## config.mk

```make
export PLATFORM = sky130hd
export DESIGN_NAME = reorder_buffer
export DESIGN_NICKNAME = d
export VERILOG_FILES = /design/src/rtl/reorder_buffer_pkg.sv /design/src/rtl/reorder_buffer.sv
export SDC_FILE = /design/constraint.sdc
export NUM_CORES = 1
export LEC_CHECK = 0
export ABC_AREA = 1
export CAP_MARGIN = 10
export CORE_MARGIN = 2
export CORE_UTILIZATION = 45
export DETAILED_ROUTE_END_ITERATION = 6
export DONT_BUFFER_PORTS = 1
export SETUP_SLACK_MARGIN = 0.02
export SYNTH_ARGS = -nofsm -noshare
export SYNTH_HDL_FRONTEND = slang
export SYNTH_SLANG_ARGS = --single-unit
```

## constraint.sdc

```tcl
create_clock -name clk_in -period 7.15 [get_ports clk_in]
set_input_delay 1.43 -clock clk_in [delete_from_list [all_inputs] [get_ports clk_in]]
set_output_delay 1.43 -clock clk_in [all_outputs]
set_load 0.03 [all_outputs]
```

## src/rtl/reorder_buffer_pkg.sv

```systemverilog
// Shared constants for the reorder buffer: default depth and the
// instruction-class encodings carried on issue_type.
package reorder_buffer_pkg;

  // log2 of the number of reorder-buffer entries
  localparam int ROB_WIDTH_BIT_DEF = 3;

  // Instruction classes tracked by the reorder buffer
  typedef enum logic [1:0] {
    ROB_TYPE_REG    = 2'd0,
    ROB_TYPE_STORE  = 2'd1,
    ROB_TYPE_BRANCH = 2'd2
  } rob_type_e;

  // Sequential fetch address after an instruction (wraps modulo 2^32)
  function automatic logic [31:0] fallthrough_pc(input logic [31:0] pc);
    return pc + 32'd4;
  endfunction

endpackage

```

## src/rtl/reorder_buffer.sv

```systemverilog
// Reorder buffer: circular queue of in-flight instructions. Entries are
// allocated in order at the tail, completed out of order by writeback and
// retired in order from the head. A mispredicted branch at the head flushes
// the whole buffer and reports the corrected fetch address.
module reorder_buffer
  import reorder_buffer_pkg::*;
#(
  parameter int ROB_WIDTH_BIT = ROB_WIDTH_BIT_DEF
) (
  input  logic                     clk_in,
  input  logic                     rst_in,
  input  logic                     rdy_in,
  // issue
  input  logic                     issue_valid,
  output logic                     issue_ready,
  input  logic [1:0]               issue_type,
  input  logic [4:0]               issue_rd,
  input  logic [31:0]              issue_pc,
  input  logic                     issue_pred_jump,
  output logic [ROB_WIDTH_BIT-1:0] issue_rob_id,
  // writeback
  input  logic                     wb_valid,
  input  logic [ROB_WIDTH_BIT-1:0] wb_rob_id,
  input  logic [31:0]              wb_val,
  input  logic                     wb_jump,
  // register file
  output logic [4:0]               set_reg_id,
  output logic [31:0]              set_val,
  output logic [ROB_WIDTH_BIT-1:0] set_reg_on_rob_id,
  output logic [4:0]               set_dep_reg_id,
  output logic [ROB_WIDTH_BIT-1:0] set_dep_rob_id,
  // operand lookup
  input  logic [ROB_WIDTH_BIT-1:0] get_rob_id1,
  output logic                     rob_value1_ready,
  output logic [31:0]              rob_value1,
  input  logic [ROB_WIDTH_BIT-1:0] get_rob_id2,
  output logic                     rob_value2_ready,
  output logic [31:0]              rob_value2,
  // control
  output logic                     rob_clear,
  output logic [31:0]              clear_pc,
  output logic                     store_commit,
  output logic [ROB_WIDTH_BIT-1:0] store_commit_rob_id
);

  localparam int ROB_DEPTH = 1 << ROB_WIDTH_BIT;
  localparam logic [ROB_WIDTH_BIT:0] ROB_FULL = ROB_DEPTH[ROB_WIDTH_BIT:0];

  // Advance a head/tail pointer; the pointer width makes it wrap for free
  function automatic logic [ROB_WIDTH_BIT-1:0] ptr_inc(input logic [ROB_WIDTH_BIT-1:0] p);
    return p + ROB_WIDTH_BIT'(1);
  endfunction

  // Pointers and occupancy
  logic [ROB_WIDTH_BIT-1:0] head_r;
  logic [ROB_WIDTH_BIT-1:0] tail_r;
  logic [ROB_WIDTH_BIT:0]   count_r;

  // Per-entry control bits (reset) and payload (not reset)
  logic [ROB_DEPTH-1:0]     busy_r;
  logic [ROB_DEPTH-1:0]     ready_r;
  logic [1:0]               type_r [ROB_DEPTH];
  logic [4:0]               rd_r   [ROB_DEPTH];
  logic [31:0]              pc_r   [ROB_DEPTH];
  logic                     pred_r [ROB_DEPTH];
  logic [31:0]              val_r  [ROB_DEPTH];
  logic                     jump_r [ROB_DEPTH];

  // Cycle-level decisions
  logic commit_s;
  logic mispredict_s;
  logic issue_ready_s;
  logic issue_fire_s;
  logic wb_fire_s;
  logic fwd1_s;
  logic fwd2_s;

  // Head retirement decision. Everything is gated by reset so a reset in the
  // middle of a stream never leaks a commit or flush pulse.
  always_comb begin
    commit_s     = 1'b0;
    mispredict_s = 1'b0;
    if (rst_in && rdy_in && busy_r[head_r] && ready_r[head_r]) begin
      commit_s     = 1'b1;
      mispredict_s = (type_r[head_r] == ROB_TYPE_BRANCH) &&
                     (jump_r[head_r] != pred_r[head_r]);
    end else begin
      commit_s     = 1'b0;
      mispredict_s = 1'b0;
    end
  end

  // Issue/writeback acceptance. A full buffer does not see the slot freed by
  // a commit in the same cycle; a flush cycle accepts nothing new.
  always_comb begin
    issue_ready_s = rst_in && rdy_in && (count_r != ROB_FULL) && !mispredict_s;
    issue_fire_s  = issue_valid && issue_ready_s;
    wb_fire_s     = rst_in && rdy_in && !mispredict_s && wb_valid && busy_r[wb_rob_id];
    fwd1_s        = rst_in && wb_valid && (wb_rob_id == get_rob_id1);
    fwd2_s        = rst_in && wb_valid && (wb_rob_id == get_rob_id2);
  end

  // Issue-side outputs: readiness, allocated index and register dependency
  always_comb begin
    issue_ready    = issue_ready_s;
    issue_rob_id   = '0;
    set_dep_reg_id = 5'd0;
    set_dep_rob_id = '0;
    if (rst_in) begin
      issue_rob_id = tail_r;
    end else begin
      issue_rob_id = '0;
    end
    if (issue_fire_s && (issue_type == ROB_TYPE_REG)) begin
      set_dep_reg_id = issue_rd;
      set_dep_rob_id = tail_r;
    end else begin
      set_dep_reg_id = 5'd0;
      set_dep_rob_id = '0;
    end
  end

  // Retirement outputs: register write, store release, branch flush
  always_comb begin
    set_reg_id          = 5'd0;
    set_val             = 32'd0;
    set_reg_on_rob_id   = '0;
    store_commit        = 1'b0;
    store_commit_rob_id = '0;
    rob_clear           = 1'b0;
    clear_pc            = 32'd0;
    if (commit_s) begin
      case (type_r[head_r])
        ROB_TYPE_REG: begin
          set_reg_id        = rd_r[head_r];
          set_val           = val_r[head_r];
          set_reg_on_rob_id = head_r;
        end
        ROB_TYPE_STORE: begin
          store_commit        = 1'b1;
          store_commit_rob_id = head_r;
        end
        ROB_TYPE_BRANCH: begin
          rob_clear = mispredict_s;
          if (mispredict_s) begin
            clear_pc = jump_r[head_r] ? val_r[head_r] : fallthrough_pc(pc_r[head_r]);
          end else begin
            clear_pc = 32'd0;
          end
        end
        default: begin
          rob_clear = 1'b0;
        end
      endcase
    end else begin
      rob_clear = 1'b0;
    end
  end

  // Operand lookup with same-cycle writeback forwarding
  always_comb begin
    rob_value1_ready = ready_r[get_rob_id1] || fwd1_s;
    rob_value2_ready = ready_r[get_rob_id2] || fwd2_s;
    if (fwd1_s) begin
      rob_value1 = wb_val;
    end else begin
      rob_value1 = val_r[get_rob_id1];
    end
    if (fwd2_s) begin
      rob_value2 = wb_val;
    end else begin
      rob_value2 = val_r[get_rob_id2];
    end
  end

  // Pointer, occupancy and per-entry status update
  always_ff @(posedge clk_in) begin
    if (!rst_in) begin
      head_r  <= '0;
      tail_r  <= '0;
      count_r <= '0;
      busy_r  <= '0;
      ready_r <= '0;
    end else if (!rdy_in) begin
      head_r  <= head_r;
      tail_r  <= tail_r;
      count_r <= count_r;
    end else if (mispredict_s) begin
      head_r  <= '0;
      tail_r  <= '0;
      count_r <= '0;
      busy_r  <= '0;
      ready_r <= '0;
    end else begin
      if (issue_fire_s) begin
        busy_r[tail_r]  <= 1'b1;
        ready_r[tail_r] <= 1'b0;
        tail_r          <= ptr_inc(tail_r);
      end
      if (wb_fire_s) begin
        ready_r[wb_rob_id] <= 1'b1;
      end
      // Retirement comes last so it wins over a late writeback to the head
      if (commit_s) begin
        busy_r[head_r]  <= 1'b0;
        ready_r[head_r] <= 1'b0;
        head_r          <= ptr_inc(head_r);
      end
      case ({issue_fire_s, commit_s})
        2'b10:   count_r <= count_r + {{ROB_WIDTH_BIT{1'b0}}, 1'b1};
        2'b01:   count_r <= count_r - {{ROB_WIDTH_BIT{1'b0}}, 1'b1};
        default: count_r <= count_r;
      endcase
    end
  end

  // Entry payload capture on issue and writeback
  always_ff @(posedge clk_in) begin
    if (issue_fire_s) begin
      type_r[tail_r] <= issue_type;
      rd_r[tail_r]   <= issue_rd;
      pc_r[tail_r]   <= issue_pc;
      pred_r[tail_r] <= issue_pred_jump;
    end
    if (wb_fire_s) begin
      val_r[wb_rob_id]  <= wb_val;
      jump_r[wb_rob_id] <= wb_jump;
    end
  end

endmodule

```

After elaboration in Yosys (flattened, before gate mapping). Memories as Yosys holds them, arrays and structs flattened. A register that Yosys moved wholly into a read port is not among the register bits. Cells that the tools add are included.

Output and inout port bits: 155. Memory bits (writable): 584. Flip-flop bits (word level): 26. Memories kept: 6.

Memory list: pc_r (depth 8, width 32, read ports 1, clocked after memory_dff 1, wr ports 1, RTL line reorder_buffer.sv:64) `logic [31:0] pc_r [ROB_DEPTH];`; val_r (depth 8, width 32, read ports 3, clocked after memory_dff 1, wr ports 1, RTL line reorder_buffer.sv:66) `logic [31:0] val_r [ROB_DEPTH];`; rd_r (depth 8, width 5, read ports 1, clocked after memory_dff 1, wr ports 1, RTL line reorder_buffer.sv:63) `logic [4:0] rd_r [ROB_DEPTH];`; type_r (depth 8, width 2, read ports 1, clocked after memory_dff 1, wr ports 1, RTL line reorder_buffer.sv:62) `logic [1:0] type_r [ROB_DEPTH];`; jump_r (depth 8, width 1, read ports 1, clocked after memory_dff 1, wr ports 1, RTL line reorder_buffer.sv:67) `logic jump_r [ROB_DEPTH];`; pred_r (depth 8, width 1, read ports 1, clocked after memory_dff 1, wr ports 1, RTL line reorder_buffer.sv:65) `logic pred_r [ROB_DEPTH];`.

Bitwise gates (word level): 7. Reduce and logical (&&, ||, !) cells: 28. $add $sub $neg: 5. Order comparisons: 8. Muxes and demuxes: 77. Eq/ne operators: 8.

Operators with widths (number): 32-bit two-way mux (8); 8-bit two-way mux (16); 3-bit two-way mux (22); 32-bit by 3-bit adder with 32-bit output (second input constant) (1); 8-bit bitwise AND (3); 3-bit by 4-bit less-than comparator with 1-bit output (second input constant) (5); 1-bit two-way mux (18); 1-bit logical AND (17); 8-bit inverter (2); 8-bit bitwise OR (2); 1-bit binary-select mux with 3-bit select (5); 5-bit two-way mux (3); 1-bit demux with 3-bit select (3); 3-bit by 1-bit greater-or-equal comparator with 1-bit output (second input constant) (3); 4-bit one-hot mux with 2 select lines (1); 3-bit by 1-bit adder with 3-bit output (second input constant) (2); 3-bit == test (2); 2-bit AND reduction (3); 4-bit by 1-bit adder with 4-bit output (second input constant) (1); 2-bit by 1-bit == test with 1-bit output (second input constant) (2); 2-bit == test (second input constant) (2); 2-bit logical NOT (2); 4-bit two-way mux (1); 4-bit inequality test (second input constant) (1); 6 further kinds (8).

Longest topological paths before layout. Gate-level depths: netlist of the first run.

Depth after elaboration: 20. Mapped depth: 22. Depth with buffers taken out: 20.

Worst setup path before layout of the first run. OpenSTA, ideal clock, no wires.

Kind: input-to-reg. Start point: input rst_in. End point: register busy_r[5]. Setup time: 107 ps. Cell stages on the path: 11. Buffers on the path: 1. Required time: 7043 ps. Slack: 1544 ps. Arrival time: 5499 ps. Path through: clkbuf_2 nand2_1 o21bai_1 nor2_1 nand2_1 nor2_4 nand3_4 nand3_4 nor3_1 nor2_1 a2111oi_2.

Cells in the longest elaborated chain, start to end: 14.

Ends and longest elaborated chain: from (decl) (RTL line reorder_buffer.sv:11) `input logic rst_in,`; 1-bit logical AND (RTL line reorder_buffer.sv:83, reorder_buffer.sv:96); 1-bit logical AND (2 in a row) (RTL line reorder_buffer.sv:83) `if (rst_in && rdy_in && busy_r[head_r] && ready_r[head_r]) begin`; 1-bit two-way mux (RTL line reorder_buffer.sv:83); 1-bit logical NOT (RTL line reorder_buffer.sv:96) `issue_ready_s = rst_in && rdy_in && (count_r != ROB_FULL) && !mispredict_s;`; 1-bit logical AND (RTL line reorder_buffer.sv:96); 1-bit logical AND (RTL line reorder_buffer.sv:97) `issue_fire_s = issue_valid && issue_ready_s;`; 8-bit two-way mux (RTL line reorder_buffer.sv:195) `if (issue_fire_s) begin`; 8-bit two-way mux (RTL line reorder_buffer.sv:188) `end else if (mispredict_s) begin`; 8-bit two-way mux (RTL line reorder_buffer.sv:184) `end else if (!rdy_in) begin`; 8-bit two-way mux (RTL line reorder_buffer.sv:178) `if (!rst_in) begin`; 8-bit bitwise AND (no source line); 8-bit two-way mux (RTL line reorder_buffer.sv:204) `if (commit_s) begin`; 8-bit two-way mux (RTL line reorder_buffer.sv:188); to (signal assigned) (RTL line reorder_buffer.sv:182) `busy_r <= '0;`; to (signal assigned) (RTL line reorder_buffer.sv:192) `busy_r <= '0;`; to (signal, indexed assignment) (RTL line reorder_buffer.sv:205) `busy_r[head_r] <= 1'b0;`; to (decl) (RTL line reorder_buffer.sv:60) `logic [ROB_DEPTH-1:0] busy_r;`.

Several ways; a longest one is shown, not always the timed one. The select of a mux whose other input is x is not followed. A chain may end at the register's enable or synchronous reset.

==> results of run 1 <==
[flip-flops by register name, indices dropped and copies added, names as in the netlist, named ones only]
name	cells
count_r	4
pc_r	256
head_r	3
val_r	256
type_r	16
tail_r	3
rd_r	40
jump_r	8
ready_r	8
pred_r	8
busy_r	8
[cell usage in the layout (no fill, tap or decap), types with 40 or more instances in the layout]
master     count
o21ai_0      648
edfxtp_1     584
nor2_1       452
nand2_1      367
a21oi_1      295
inv_1        230
buf_4        100
clkbuf_16     72
o221ai_1      64
o21ai_1       61
nand3_1       60
o22ai_1       40
[routing by layer]
layer / part of all wire, % / GRT usage (%)
met3: 9.9 / 5.42
met2: 47 / 45.5
met1: 39 / 36.6
met4: 4.0 / 13.2
met5: 0 / 0
[final timing paths]
kind                            from                 endpoint  slack [ns]  cells past startpoint
min reg2reg  count_r[3]$_SDFFE_PN0P_  count_r[3]$_SDFFE_PN0P_        0.49                      2
max                        flip-flop             clear_pc[30]        1.14                     12
max reg2reg                flip-flop   val_r[5][10]$_DFFE_PP_        2.30                     12
min          count_r[3]$_SDFFE_PN0P_  count_r[3]$_SDFFE_PN0P_        0.49                      2
[stage by stage]
step	instances	setup slack, ns	hold slack, ns	area, um^2
floorplan	3321	1.54	0.457	31300
global placement	4100	1.82	0.474	32000
detailed placement	4100	1.70	0.484	32000
CTS	4221	1.18	0.492	34300
global route	4221	0.825	0.521	34300
finish	4221	1.14	0.488	34300
[power groups by stage]
stage	Sequential [mW]	Combinational (mW)	Clock, mW
final	3.96	0.408	3.62
after global placement	4.03	0.400	0
after detailed placement	4.03	0.405	0
after floorplan	4.03	0.323	0
after global routing	3.96	0.441	3.79
after CTS	3.96	0.407	3.66
[critical path: stages (launching register included)]
cell and delay, ns:
dfxtp_4 0.62, buf_12 0.61, o21ai_0 0.22, o22ai_1 0.27, o21ai_2 0.15, inv_1 0.11
ha_1 0.25, nand3_1 0.18, nor3_1 0.42, nand2_1 0.13, xnor2_1 0.43, a21oi_1 0.13
buf_4 0.20
[layout make-up]
class / instances / area [um^2] / area share (%)
repair buffers: 103 / 811 / 2.36
multi-input cells: 2206 / 11000 / 32.0
clock inverters: 34 / 430 / 1.25
clock buffers: 87 / 1870 / 5.44
inverters: 247 / 940 / 2.74
well taps: 931 / 1160 / 3.39
flip-flops and latches: 613 / 18100 / 52.8
[cells by family after synthesis]
family,Yosys count
AOI/OAI and AO/OA,1209
xor gates and xnor gates,20
adders and majority gates,5
buffers and inverters,502
DFF,613
muxes,1
and+or+nand+nor,971
==> impl_metrics.tcl, run 1 <==
set metrics [dict create \
    p_clk_share_pct 45.3 \
    synth_top_family_by_area "compound AO/OA/AOI/OAI gates" \
    worst_ir_drop_vdd_v 0.000238 \
    setup-tns-final_ns 0 \
    timing.critical_path.arrival_ns 4.58 \
    yosys_warnings 0 \
    drv.max_cap_violation_count 0 \
    slew_at_the_pin_with_the_worst_max_slew_slack_ns 1.13 \
    leakage_nw 12.2 \
    ctsLongestPathBuffers 3 \
    critical_path_peak_fanout 210 \
    synth_cell_type_count 56 \
    ys_seq_area_share_pct 58.0 \
    synth-main-ff-cell "edfxtp_1" \
    mappedNetlistArea_um2 31300 \
    drc 1 \
    post_cts_resized 0 \
    globalRouteTotalUtil_pct 28.2 \
    synth_mux_area_share_pct 0.0320 \
    syn_avg_cell_area_um2 9.41 \
    power_per_cell_area_nw_per_um2 233 \
    area_growth_syn_to_layout_pct 9.83 \
    clock-skew-final_ns 0.0203 \
    syn-num-nets 3413 \
    netlist_top_cells_count "o21ai_0, edfxtp_1, nor2_1" \
    synth_simple_gate_area_share_pct 12.7 \
    wire_length_of_the_first_global_routing_pass_um 151000 \
    final_routed_wirelength_um 103000 \
    share_of_post_route_cells_with_drive_strength_above_1_pct 8.91 \
    synthesized_area_fraction_occupied_by_ao_oa_aoi_and_oai_cells_pct 21.3 \
    path_clk_slew_ns 0.06 \
    clock_network_latency_to_the_later_pin_of_the_worst_skew_pair_ns 0.62 \
    synth.most_common_cell "o21ai_0" \
    port_buffers 0 \
    post_drt_wl_per_cell_um 24.5 \
    yosys.area.top_type_share_pct 56.1 \
    fill_cell_total_of_the_finished_layout 6199 \
    finalPower_mw 7.99 \
    post_synth_edffs 584 \
    fmax_mhz 166 \
    slew_violations 0 \
    die_y_um 268 \
    ff_latch_count_synth 613 \
    die_w_um 268 \
    grt_antenna_before_repair 1 \
    status "finished, violations left" \
    rows 96 \
    post_cts_hold_buffer_count 0 \
    setup.worst_path.end_class "output pin" \
    timing.setup.critical_path_class "reg -> out" \
    initial_core_util_pct 45.5 \
    nNetsFinal 3332 \
    maximum_number_of_pins_on_one_net_before_global_route_repair 211 \
    boundaryPins 242 \
    timing_hold_violations_final 0 \
    vias_in_the_first_global_route 24700 \
    postCtsSetupBuffers 0 \
    relSlewSlack_pct 24.0 \
    post-route-min-period_ns 6.01 \
    cp-start-kind "flip-flop" \
    share_comb_of_total_power_pct 5.1 \
    cts_tree "yes" \
    rsz0062_at_grt "false" \
    worstPathRequired_ns 5.72 \
    clockRootBuffer "clkbuf_16" \
    drt_pass1_iterations 7 \
    grt_overflow 0 \
    seq_power_share_pct 49.6 \
    yosys.area_share.xor_xnor_pct 0.560 \
    cts_num_sinks 613 \
    total_die_area_um2 71600 \
    finalCoreUtilization_pct 50.0 \
    ant_nets 0 \
    netlist_instances 3321 \
    violations "DRC" \
    adder_cell_area_share_of_the_yosys_netlist_pct 0.200 \
    switching_fraction_pct 22.2 \
    asyncSetResetFlopFracSynth_pct 0 \
    cts_made_buffers 69 \
    via_count 26000 \
    place_hpwl_um 60800 \
    gpl.final_weighted_congestion 0.935 \
    insertedDiodeCount 0 \
    worst_hold_path_type "reg -> reg" \
    netSwitchingPower_mw 1.77 \
    core-area_um2 68700 \
    post-synth-top-area-cell "edfxtp_1" \
    setup_violating_endpoint_count_in_the_final_report 0 \
    p_int_mw 6.22 \
    vias_per_cell 6.15 \
    synth.top_cells.by_area "edfxtp_1, o21ai_0, nor2_1, a21oi_1, nand2_1" \
    fin_crit_sh_pct 84.1 \
    clock_tree.htree_level_count 3 \
    initialDrtViolationCount 3334 \
]
Power figures use the tool's default switching activity.
==> inputs of run 2 (changes only) <==
Clock period 7.15 ns to 5.2 ns, I/O delays scaled along.
==> impl_metrics.tcl, run 2 (synthesis results as in run 1) <==
set metrics [dict create \
    status "completed" \
    vias_in_the_first_global_route 24900 \
    critical_path.cell_chain "buf_4 > buf_4 > a21oi_1 > o21ai_0 > nor2_1 > a31oi_1 > nand2_1 > nand2_1 > a31oi_1 > buf_4" \
    port_buffers 0 \
    drv.max_cap_violation_count 0 \
    setup-tns-final_ns 0 \
    clock_tree.htree_level_count 3 \
    die_w_um 268 \
    post_drt_wl_per_cell_um 24.0 \
    finalPower_mw 11.0 \
    share_of_post_route_cells_with_drive_strength_above_1_pct 12.0 \
    grt_antenna_before_repair 0 \
    maximum_number_of_pins_on_one_net_before_global_route_repair 197 \
    cp_slowest_cell "a31oi_1" \
    clockRootBuffer "clkbuf_16" \
    via_count 26300 \
    rows 96 \
    worstPathRequired_ns 4.16 \
    initial_core_util_pct 45.5 \
    power_per_cell_area_nw_per_um2 312 \
    relSlewSlack_pct 30.7 \
    slowest_delay_ns 0.78 \
    cts_num_sinks 613 \
    post-route-min-period_ns 4.95 \
    grt_overflow 0 \
    final_routed_wirelength_um 104000 \
    timing.critical_path.mode_cell "buf_4" \
    layout_common_cells "o21ai_0, edfxtp_1, nor2_1" \
    slew_at_the_pin_with_the_worst_max_slew_slack_ns 1.03 \
    setup.worst_path.end_class "output pin" \
    timing.critical_path.arrival_ns 3.91 \
    core-area_um2 68700 \
    path_clk_slew_ns 0.06 \
    initialDrtViolationCount 3504 \
    finalCoreUtilization_pct 51.4 \
    setup_slack_after_placement_ns 0.929 \
    worst_ir_drop_vdd_v 0.000286 \
    wire_length_of_the_first_global_routing_pass_um 154000 \
    final_area_um2 35300 \
    mostFrequentLayoutCell "o21ai_0" \
    total_die_area_um2 71600 \
    clock-skew-final_ns 0.0235 \
    nNetsFinal 3447 \
    timing_hold_violations_final 0 \
    slew_violations 0 \
    place_hpwl_um 61800 \
    die_y_um 268 \
    insertedDiodeCount 0 \
    gpl.final_weighted_congestion 0.909 \
    globalRouteTotalUtil_pct 28.6 \
    drc 0 \
    cp-start-kind "flip-flop" \
    leakage_nw 12.8 \
    clock_network_latency_to_the_later_pin_of_the_worst_skew_pair_ns 0.63 \
    ant_nets 0 \
    placed_cell_areas_um2 33000 \
    instances_no_fill 4342 \
    fin_ws_ns 0.251 \
    ctsLongestPathBuffers 3 \
    fin_crit_sh_pct 95.2 \
    drt_pass1_iterations 6 \
    setup_violating_endpoint_count_in_the_final_report 0 \
    timing.setup.critical_path_class "reg -> out" \
    fmax_mhz 202 \
    reg_top3 "pc_r x256, val_r x256, rd_r x40" \
    boundaryPins 242 \
    cts_made_buffers 69 \
    worst_hold_slack_ns 0.484 \
    dp.cells 4215 \
    rsz0062_at_grt "false" \
    worst_hold_path_type "reg -> reg" \
    cts_tree "yes" \
    vias_per_cell 6.06 \
    area_growth_syn_to_layout_pct 13.0 \
    critical_path_peak_fanout 54 \
    postCtsSetupBuffers 0 \
]
[run 2: timing repair]
item,CTS,global route
resized for setup,0,1
hold buffers,0,0
setup endpoints to repair,0,1
[run 2: final timing paths]
path,from,endpoint,slack [ns],depth (start not counted)
setup / recovery,flip-flop,clear_pc[10],0.25,10
hold / removal,count_r[3]$_SDFFE_PN0P_,count_r[3]$_SDFFE_PN0P_,0.48,2
setup reg to reg,flip-flop,val_r[2][2]$_DFFE_PP_,1.12,12
hold reg to reg,count_r[3]$_SDFFE_PN0P_,count_r[3]$_SDFFE_PN0P_,0.48,2
[run 2: critical path, delay by kind of cell (launching register included)]
kind / cells / cell delay (ns)
buffers and inverters: 3 / 1.33
AO/OA/AOI/OAI: 4 / 1.18
flip-flops: 1 / 0.41
AND/OR/NAND/NOR: 3 / 0.27
[run 2: layer usage]
metal / track usage, % / vias up / routed length (um)
met1: 37.6 / 12600 / 40600
met4: 11.7 / 0 / 3890
li1: - / 11900 / -
met5: 0 / - / 0
met2: 46.1 / 1547 / 48500
met3: 6.17 / 257 / 11300
[run 2: layout make-up]
class | count | area [um^2]
multi-input combinational | 2206 | 11000
inverter | 247 | 940
clock inverter | 43 | 462
sequential | 613 | 18100
timing repair buffer | 218 | 1820
clock buffer | 84 | 1830
fill | 6235 | 33400
tap | 931 | 1160
[run 2: report_power, final]
group          leakage (nW)  switching [mW]  internal (mW)  total (mW)
logic                  6.20           0.416          0.200       0.615
registers              5.49          0.0121           5.43        5.44
clock network          1.11            2.08           2.88        4.96
total                  12.8            2.51           8.51        11.0
